File: src/rtl/alu_seg_pkg.sv
// Shared constants for the segment calculator: operator codes, FSM states and segment patterns.
// Pure definitions; no state and no latency.
package alu_seg_pkg;

  localparam logic [1:0] OP_ZERO = 2'b00;
  localparam logic [1:0] OP_ADD  = 2'b01;
  localparam logic [1:0] OP_SUB  = 2'b10;
  localparam logic [1:0] OP_MUL  = 2'b11;

  typedef enum logic [1:0] {
    IDLE = 2'd0,
    CALC = 2'd1,
    CONV = 2'd2,
    DONE = 2'd3
  } state_e;

  // Active-low segments, bit6 = g ... bit0 = a.
  localparam logic [6:0] SEG_DIGIT [0:9] = '{
    7'b1000000, 7'b1111001, 7'b0100100, 7'b0110000, 7'b0011001,
    7'b0010010, 7'b0000010, 7'b1111000, 7'b0000000, 7'b0010000
  };
  localparam logic [6:0] SEG_BLANK = 7'b1111111;
  localparam logic [6:0] SEG_DASH  = 7'b0111111;

  function automatic logic [6:0] seg_decode(input logic [3:0] d);
    if (d > 4'd9) return SEG_BLANK;
    return SEG_DIGIT[d];
  endfunction

  function automatic logic [3:0] dabble_adj(input logic [3:0] d);
    return (d >= 4'd5) ? d + 4'd3 : d;
  endfunction

endpackage

File: src/rtl/alu_seg_calc_seg_scan_mux.sv
// Self-timed digit scan for a common-anode display with leading-zero blanking and overflow dashes.
// Outputs follow the registered scan index combinationally; no backpressure.
module seg_scan_mux
  import alu_seg_pkg::*;
#(
  parameter int DIGITS   = 4,
  parameter int SCAN_DIV = 16
) (
  input  logic                  clk,
  input  logic                  rst_n,
  input  logic [4*DIGITS-1:0]   bcd_i,
  input  logic                  ovf_i,
  output logic [6:0]            wordout_o,
  output logic [DIGITS-1:0]     segout_o
);

  localparam int IW = $clog2(DIGITS);

  logic [SCAN_DIV-1:0] scan_cnt_q, scan_cnt_d;
  logic [IW-1:0]       idx_q, idx_d;
  logic                tick;
  logic                lz;
  logic [3:0]          dig;

  assign tick       = &scan_cnt_q;
  assign scan_cnt_d = scan_cnt_q + SCAN_DIV'(1);

  always_comb begin
    idx_d = idx_q;
    if (tick) begin
      idx_d = (idx_q == IW'(DIGITS - 1)) ? '0 : idx_q + IW'(1);
    end
  end

  always_ff @(posedge clk or negedge rst_n) begin
    if (!rst_n) begin
      scan_cnt_q <= '0;
      idx_q      <= '0;
    end else begin
      scan_cnt_q <= scan_cnt_d;
      idx_q      <= idx_d;
    end
  end

  // Index 0 is the most significant digit; lz stays set while every digit so far is zero.
  always_comb begin
    wordout_o = SEG_BLANK;
    segout_o  = '1;
    lz        = 1'b1;
    dig       = 4'd0;
    for (int i = 0; i < DIGITS; i++) begin
      dig = bcd_i[4*(DIGITS-1-i) +: 4];
      lz  = lz && (dig == 4'd0);
      if (idx_q == IW'(i)) begin
        segout_o[i] = 1'b0;
        if (ovf_i) begin
          wordout_o = SEG_DASH;
        end else if (lz && (i != DIGITS - 1)) begin
          wordout_o = SEG_BLANK;
        end else begin
          wordout_o = seg_decode(dig);
        end
      end
    end
  end

endmodule

File: src/rtl/alu_seg_calc.sv
// Add / sign-magnitude subtract / shift-add multiply calculator with double-dabble BCD display.
// done follows acceptance by (1 or W) + 2W cycles; start is ignored while busy, nothing is queued.
module alu_seg_calc
  import alu_seg_pkg::*;
#(
  parameter int W        = 8,
  parameter int DIGITS   = 4,
  parameter int SCAN_DIV = 16
) (
  input  logic                clk,
  input  logic                rst_n,
  input  logic                start,
  input  logic [W-1:0]        a,
  input  logic [W-1:0]        b,
  input  logic [1:0]          operator,
  output logic                busy,
  output logic                done,
  output logic [2*W-1:0]      result,
  output logic                signout,
  output logic                ovf,
  output logic [6:0]          wordout,
  output logic [DIGITS-1:0]   segout
);

  localparam int CW = $clog2(2 * W) + 1;

  state_e              state_q, state_d;
  logic [1:0]          op_q, op_d;
  logic [W-1:0]        b_q, b_d;
  logic [2*W-1:0]      mcand_q, mcand_d;
  logic [2*W-1:0]      mag_q, mag_d;
  logic                neg_q, neg_d;
  logic [CW-1:0]       cnt_q, cnt_d;
  logic [4*DIGITS-1:0] bcd_q, bcd_d;
  logic                dab_ovf_q, dab_ovf_d;
  logic [2*W-1:0]      result_q, result_d;
  logic                sign_q, sign_d;
  logic                ovf_q, ovf_d;
  logic [4*DIGITS-1:0] disp_bcd_q, disp_bcd_d;

  logic [W-1:0]        a_w;
  logic [4*DIGITS-1:0] adj;
  logic                carry;

  // Operand a lives in the low half of the multiplicand register; only multiply shifts it.
  assign a_w   = mcand_q[W-1:0];
  assign carry = adj[4*DIGITS-1];

  always_ff @(posedge clk or negedge rst_n) begin
    if (!rst_n) state_q <= IDLE;
    else        state_q <= state_d;
  end

  always_comb begin
    state_d = state_q;
    unique case (state_q)
      IDLE: if (start) state_d = CALC;
      CALC: if (op_q != OP_MUL || cnt_q == CW'(W - 1)) state_d = CONV;
      CONV: if (cnt_q == CW'(2 * W - 1)) state_d = DONE;
      DONE: state_d = IDLE;
      default: state_d = IDLE;
    endcase
  end

  always_comb begin
    busy = (state_q == CALC) || (state_q == CONV);
    done = (state_q == DONE);
  end

  always_comb begin
    adj = bcd_q;
    for (int i = 0; i < DIGITS; i++) begin
      adj[4*i +: 4] = dabble_adj(bcd_q[4*i +: 4]);
    end
  end

  always_comb begin
    op_d       = op_q;
    b_d        = b_q;
    mcand_d    = mcand_q;
    mag_d      = mag_q;
    neg_d      = neg_q;
    cnt_d      = cnt_q;
    bcd_d      = bcd_q;
    dab_ovf_d  = dab_ovf_q;
    result_d   = result_q;
    sign_d     = sign_q;
    ovf_d      = ovf_q;
    disp_bcd_d = disp_bcd_q;
    unique case (state_q)
      IDLE: begin
        if (start) begin
          op_d    = operator;
          b_d     = b;
          mcand_d = {{W{1'b0}}, a};
          mag_d   = '0;
          neg_d   = 1'b0;
          cnt_d   = '0;
        end
      end
      CALC: begin
        unique case (op_q)
          OP_ZERO: begin
            mag_d = '0;
            neg_d = 1'b0;
          end
          OP_ADD: begin
            mag_d = {{W{1'b0}}, a_w} + {{W{1'b0}}, b_q};
            neg_d = 1'b0;
          end
          OP_SUB: begin
            if (a_w >= b_q) begin
              mag_d = {{W{1'b0}}, a_w - b_q};
              neg_d = 1'b0;
            end else begin
              mag_d = {{W{1'b0}}, b_q - a_w};
              neg_d = 1'b1;
            end
          end
          default: begin
            if (b_q[0]) mag_d = mag_q + mcand_q;
            mcand_d = {mcand_q[2*W-2:0], 1'b0};
            b_d     = b_q >> 1;
            cnt_d   = cnt_q + CW'(1);
          end
        endcase
        if (state_d == CONV) begin
          cnt_d     = '0;
          bcd_d     = '0;
          dab_ovf_d = 1'b0;
        end
      end
      CONV: begin
        // Magnitude rotates rather than shifts, so after 2W steps it is intact for result.
        bcd_d     = {adj[4*DIGITS-2:0], mag_q[2*W-1]};
        dab_ovf_d = dab_ovf_q | carry;
        mag_d     = {mag_q[2*W-2:0], mag_q[2*W-1]};
        cnt_d     = cnt_q + CW'(1);
        if (state_d == DONE) begin
          result_d   = mag_d;
          disp_bcd_d = bcd_d;
          ovf_d      = dab_ovf_d;
          sign_d     = neg_q;
        end
      end
      default: ;
    endcase
  end

  always_ff @(posedge clk or negedge rst_n) begin
    if (!rst_n) begin
      op_q       <= OP_ZERO;
      b_q        <= '0;
      mcand_q    <= '0;
      mag_q      <= '0;
      neg_q      <= 1'b0;
      cnt_q      <= '0;
      bcd_q      <= '0;
      dab_ovf_q  <= 1'b0;
      result_q   <= '0;
      sign_q     <= 1'b0;
      ovf_q      <= 1'b0;
      disp_bcd_q <= '0;
    end else begin
      op_q       <= op_d;
      b_q        <= b_d;
      mcand_q    <= mcand_d;
      mag_q      <= mag_d;
      neg_q      <= neg_d;
      cnt_q      <= cnt_d;
      bcd_q      <= bcd_d;
      dab_ovf_q  <= dab_ovf_d;
      result_q   <= result_d;
      sign_q     <= sign_d;
      ovf_q      <= ovf_d;
      disp_bcd_q <= disp_bcd_d;
    end
  end

  assign result  = result_q;
  assign signout = sign_q;
  assign ovf     = ovf_q;

  seg_scan_mux #(
    .DIGITS   (DIGITS),
    .SCAN_DIV (SCAN_DIV)
  ) u_scan (
    .clk       (clk),
    .rst_n     (rst_n),
    .bcd_i     (disp_bcd_q),
    .ovf_i     (ovf_q),
    .wordout_o (wordout),
    .segout_o  (segout)
  );

endmodule

File: config.mk
export PLATFORM = sky130hd
export DESIGN_NAME = alu_seg_calc
export DESIGN_NICKNAME = d
export VERILOG_FILES = /design/src/rtl/alu_seg_pkg.sv /design/src/rtl/alu_seg_calc_seg_scan_mux.sv /design/src/rtl/alu_seg_calc.sv
export SDC_FILE = /design/constraint.sdc
export NUM_CORES = 1
export LEC_CHECK = 0
export ABC_AREA = 1
export BUFFER_PORTS_ARGS = -buffer_cell sky130_fd_sc_hd__buf_2
export CAP_MARGIN = 20
export CORE_MARGIN = 5
export CORE_UTILIZATION = 35
export CTS_BUF_LIST = sky130_fd_sc_hd__clkbuf_8
export DETAILED_ROUTE_END_ITERATION = 8
export MAX_ROUTING_LAYER = met4
export SLEW_MARGIN = 30
export SYNTH_ARGS = -nofsm -noshare
export SYNTH_HDL_FRONTEND = slang
export SYNTH_HIERARCHICAL = 1
export SYNTH_SLANG_ARGS = --single-unit
File: constraint.sdc
create_clock -name clk -period 3.2 [get_ports clk]
set_input_delay 0.64 -clock clk [delete_from_list [all_inputs] [get_ports clk]]
set_output_delay 0.64 -clock clk [all_outputs]
set_load 0.03 [all_outputs]
==> metrics.txt <==
number of fill cells in the layout 2681; Initial Util 35.6%; routed via count 7923; Hold Buf Count CTS 0; antenna viol nets, final 0; first-pass GRT wire length 37700 um; synthesized cell area 8950 um2; Syn Area/Cell 7.03 um2; Top delay family on crit path simple AND/OR/NAND/NOR gates; critical path endpoint category primary output; layout cell share with drive strength beyond 1 ~9.8%; maximum vdd ir drop 379 uV; top-count cell post-synth nand2_1; GRT Util Overall between 15 and 20%; Min Hold Slack roughly 0.15 ns; final net count roughly 1400; I/O pin total 52; critical path, cell by cell inv_1 > ha_1 > inv_1 > nor2_1 > nand4_1 > o21ai_1 > nand2_1 > nand2_1 > a21oi_1 > buf_2; clock tree buffer depth 2; initial drt markers between 400 and 500; fin cells 1661; post-synth top area share roughly 33%; leading cell types by count after synthesis 426 x nand2_1, 168 x inv_1, 118 x dfrtp_1; CP max FO 6; YS warnings 6; Worst Tran Pin Value approximately 0.50 ns; H-tree depth 4; area growth from synthesis to final layout 10.8%; clk_lat worst skew 0.46 ns; fin. max-slew vios 0; Die Wd roughly 170 um; Rel. slew slack 66.4%; buffers and inverters on the worst path 3; Yosys top cell by area dfrtp_1; top post-synthesis cells by area dfrtp_1 33%, nand2_1 18%, ha_1 11%; final setup violation count 0; cell count after placement 1629; worst reg2reg path endpoint mag_q[5]; CP peak stage delay 0.41 ns; TritonCTS clock tree built; R2R depth 16; Die Y around 170 um; CP required 2.56 ns; Startpoint Class flop; first drt pass iteration count 5; area of the multi-input gates 5130 um2; setup bufs post-CTS 0; # rows 58; clk_skew roughly 0.013 ns; Antenna Cells 0; #FFs+latches synth ~120; drc violations 0; hpwl dp ~17000 um; Via density between 4 and 5; IO Port Bufs 51; Pwr Density 793 nW/um2; clock root buffer clkbuf_8; vias in the first global route a little under 8000; kind of critical path reg -> out; register area roughly 3000 um2; Power Total 7.87 mW; Critical Path Slowest Stage Cell dfrtp_1; sum of negative setup slack 0 ns; Syn Nets 1380; grt total ovfl 0; Routed WL roughly 22000 um; static leakage about 5.3 nW; fmax 0.350 GHz; die outline area 28900 um2; routability cong. 0.886; clock sink count 118; RSZ-0062 raised after global routing false; Post-Synthesis Cells 1274; DR WL/cell 13.3 um; arrival time worst endpoint 2.22 ns; Worst-path clk slew 0.08 ns; initial antenna violation count 0; worst r2r src mcand_q[0]; Async SR Flop Fraction 100%; fin crit share 89.2%; status completed; MaxCap Viol Count 0; Cell variety after synth 48; final hold violations 0; cts bufs inserted 17; Hold Crit Class in -> async; Resize count post-CTS 0; Core ar. 25200 um2; Seq/Total Area, Yosys around 33%; Worst R2R Setup Slack 0.73 ns; number of flops mapped to enable cells by yosys 0; Main synth FF type dfrtp_1; largest net degree at the start of global routing 57; fin crit period 2.86 ns
[where the power goes]
| part | leakage [nW] | internal [mW] | switching, mW |
|---|---|---|---|
| clock network | 0.211 | 0.791 | 0.718 |
| registers | 1.60 | 1.74 | 0.293 |
| logic | 3.46 | 1.33 | 3.00 |
[metal layers]
metal	part of all wire (%)	vias to the layer above	wire [um]	global-route usage, %
met4	1.0	0	225	3.65
met1	48	3630	10700	21.0
met5	0	-	0	-
met2	47	137	10500	26.8
li1	-	4133	-	-
met3	3.4	23	762	3.18
[stage by stage]
step	cell area (um2)	util, %	setup WS, ns
3_5_place_dp	9490	37.7	0.786
2_1_floorplan	8950	-	0.802
4_1_cts	9920	39.4	0.305
6_report	9920	39.4	0.344
3_3_place_gp	9490	37.7	0.800
5_1_grt	9920	39.4	0.113
[how the worst max path moves through the flow]
| stage | startpoint | endpoint | slack (ns) | depth (start not counted) |
|---|---|---|---|---|
| finish | u_scan/idx_q[0] | wordout[2] | 0.34 | 10 |
| global route | u_scan/idx_q[1] | wordout[1] | 0.11 | 9 |
| CTS | u_scan/idx_q[0] | wordout[1] | 0.30 | 10 |
| global placement | mcand_q[0] | mag_q[7] | 0.80 | 16 |
| floorplan | u_scan/idx_q[0] | wordout[1] | 0.80 | 9 |
| detailed placement | mcand_q[0] | mag_q[7] | 0.79 | 16 |
[cells by family after synthesis]
kind of cell / synth area share (%)
buffers and inverters: 9.74
xor gates and xnor gates: 2.74
and+or+nand+nor: 31.9
adders and majority gates: 12.2
DFF: 33.0
AOI/OAI and AO/OA: 10.4
[layout by cell type (no fill, tap or decap), types with 5 or more instances in the layout]
cell type,instances
inv_2,7
nand2_1,426
nand4_1,19
o22ai_1,8
nor2_2,5
buf_2,50
a21oi_1,49
o211ai_1,16
dfrtp_1,118
xor2_1,21
nor2_4,6
clkbuf_8,17
buf_4,7
inv_1,168
nand2_2,5
o21ai_0,68
xnor2_1,7
nor2_1,83
nand3_1,101
ha_1,81
[registers in the layout (all words and copies together), names as in the netlist]
signal / cells
signout: 1
op_q: 2
u_scan/scan_cnt_q: 16
ovf: 1
cnt_q: 5
mcand_q: 16
mag_q: 16
b_q: 8
u_scan/idx_q: 2
disp_bcd_q: 15
state_q: 2
result: 16
dab_ovf_q: 1
bcd_q: 16
neg_q: 1
[worst register-to-register path: cells and delay by family (launching register included)]
family | cells | cell delay [ns]
buffers and inverters | 3 | 0.36
flip-flops | 1 | 0.44
adder cells (fa/ha/maj) | 2 | 0.54
AND/OR/NAND/NOR | 11 | 1.04
[layout make-up]
type,count,share of cell area [%]
Clock buffer,17,2.36
Clock inverter,15,1.95
Inverter,179,6.80
Multi-Input combinational cell,944,51.7
Sequential cell,118,29.8
Tap cell,330,4.16
Timing Repair Buffer,58,3.25
No activity file was read; power rests on OpenSTA's default activity.
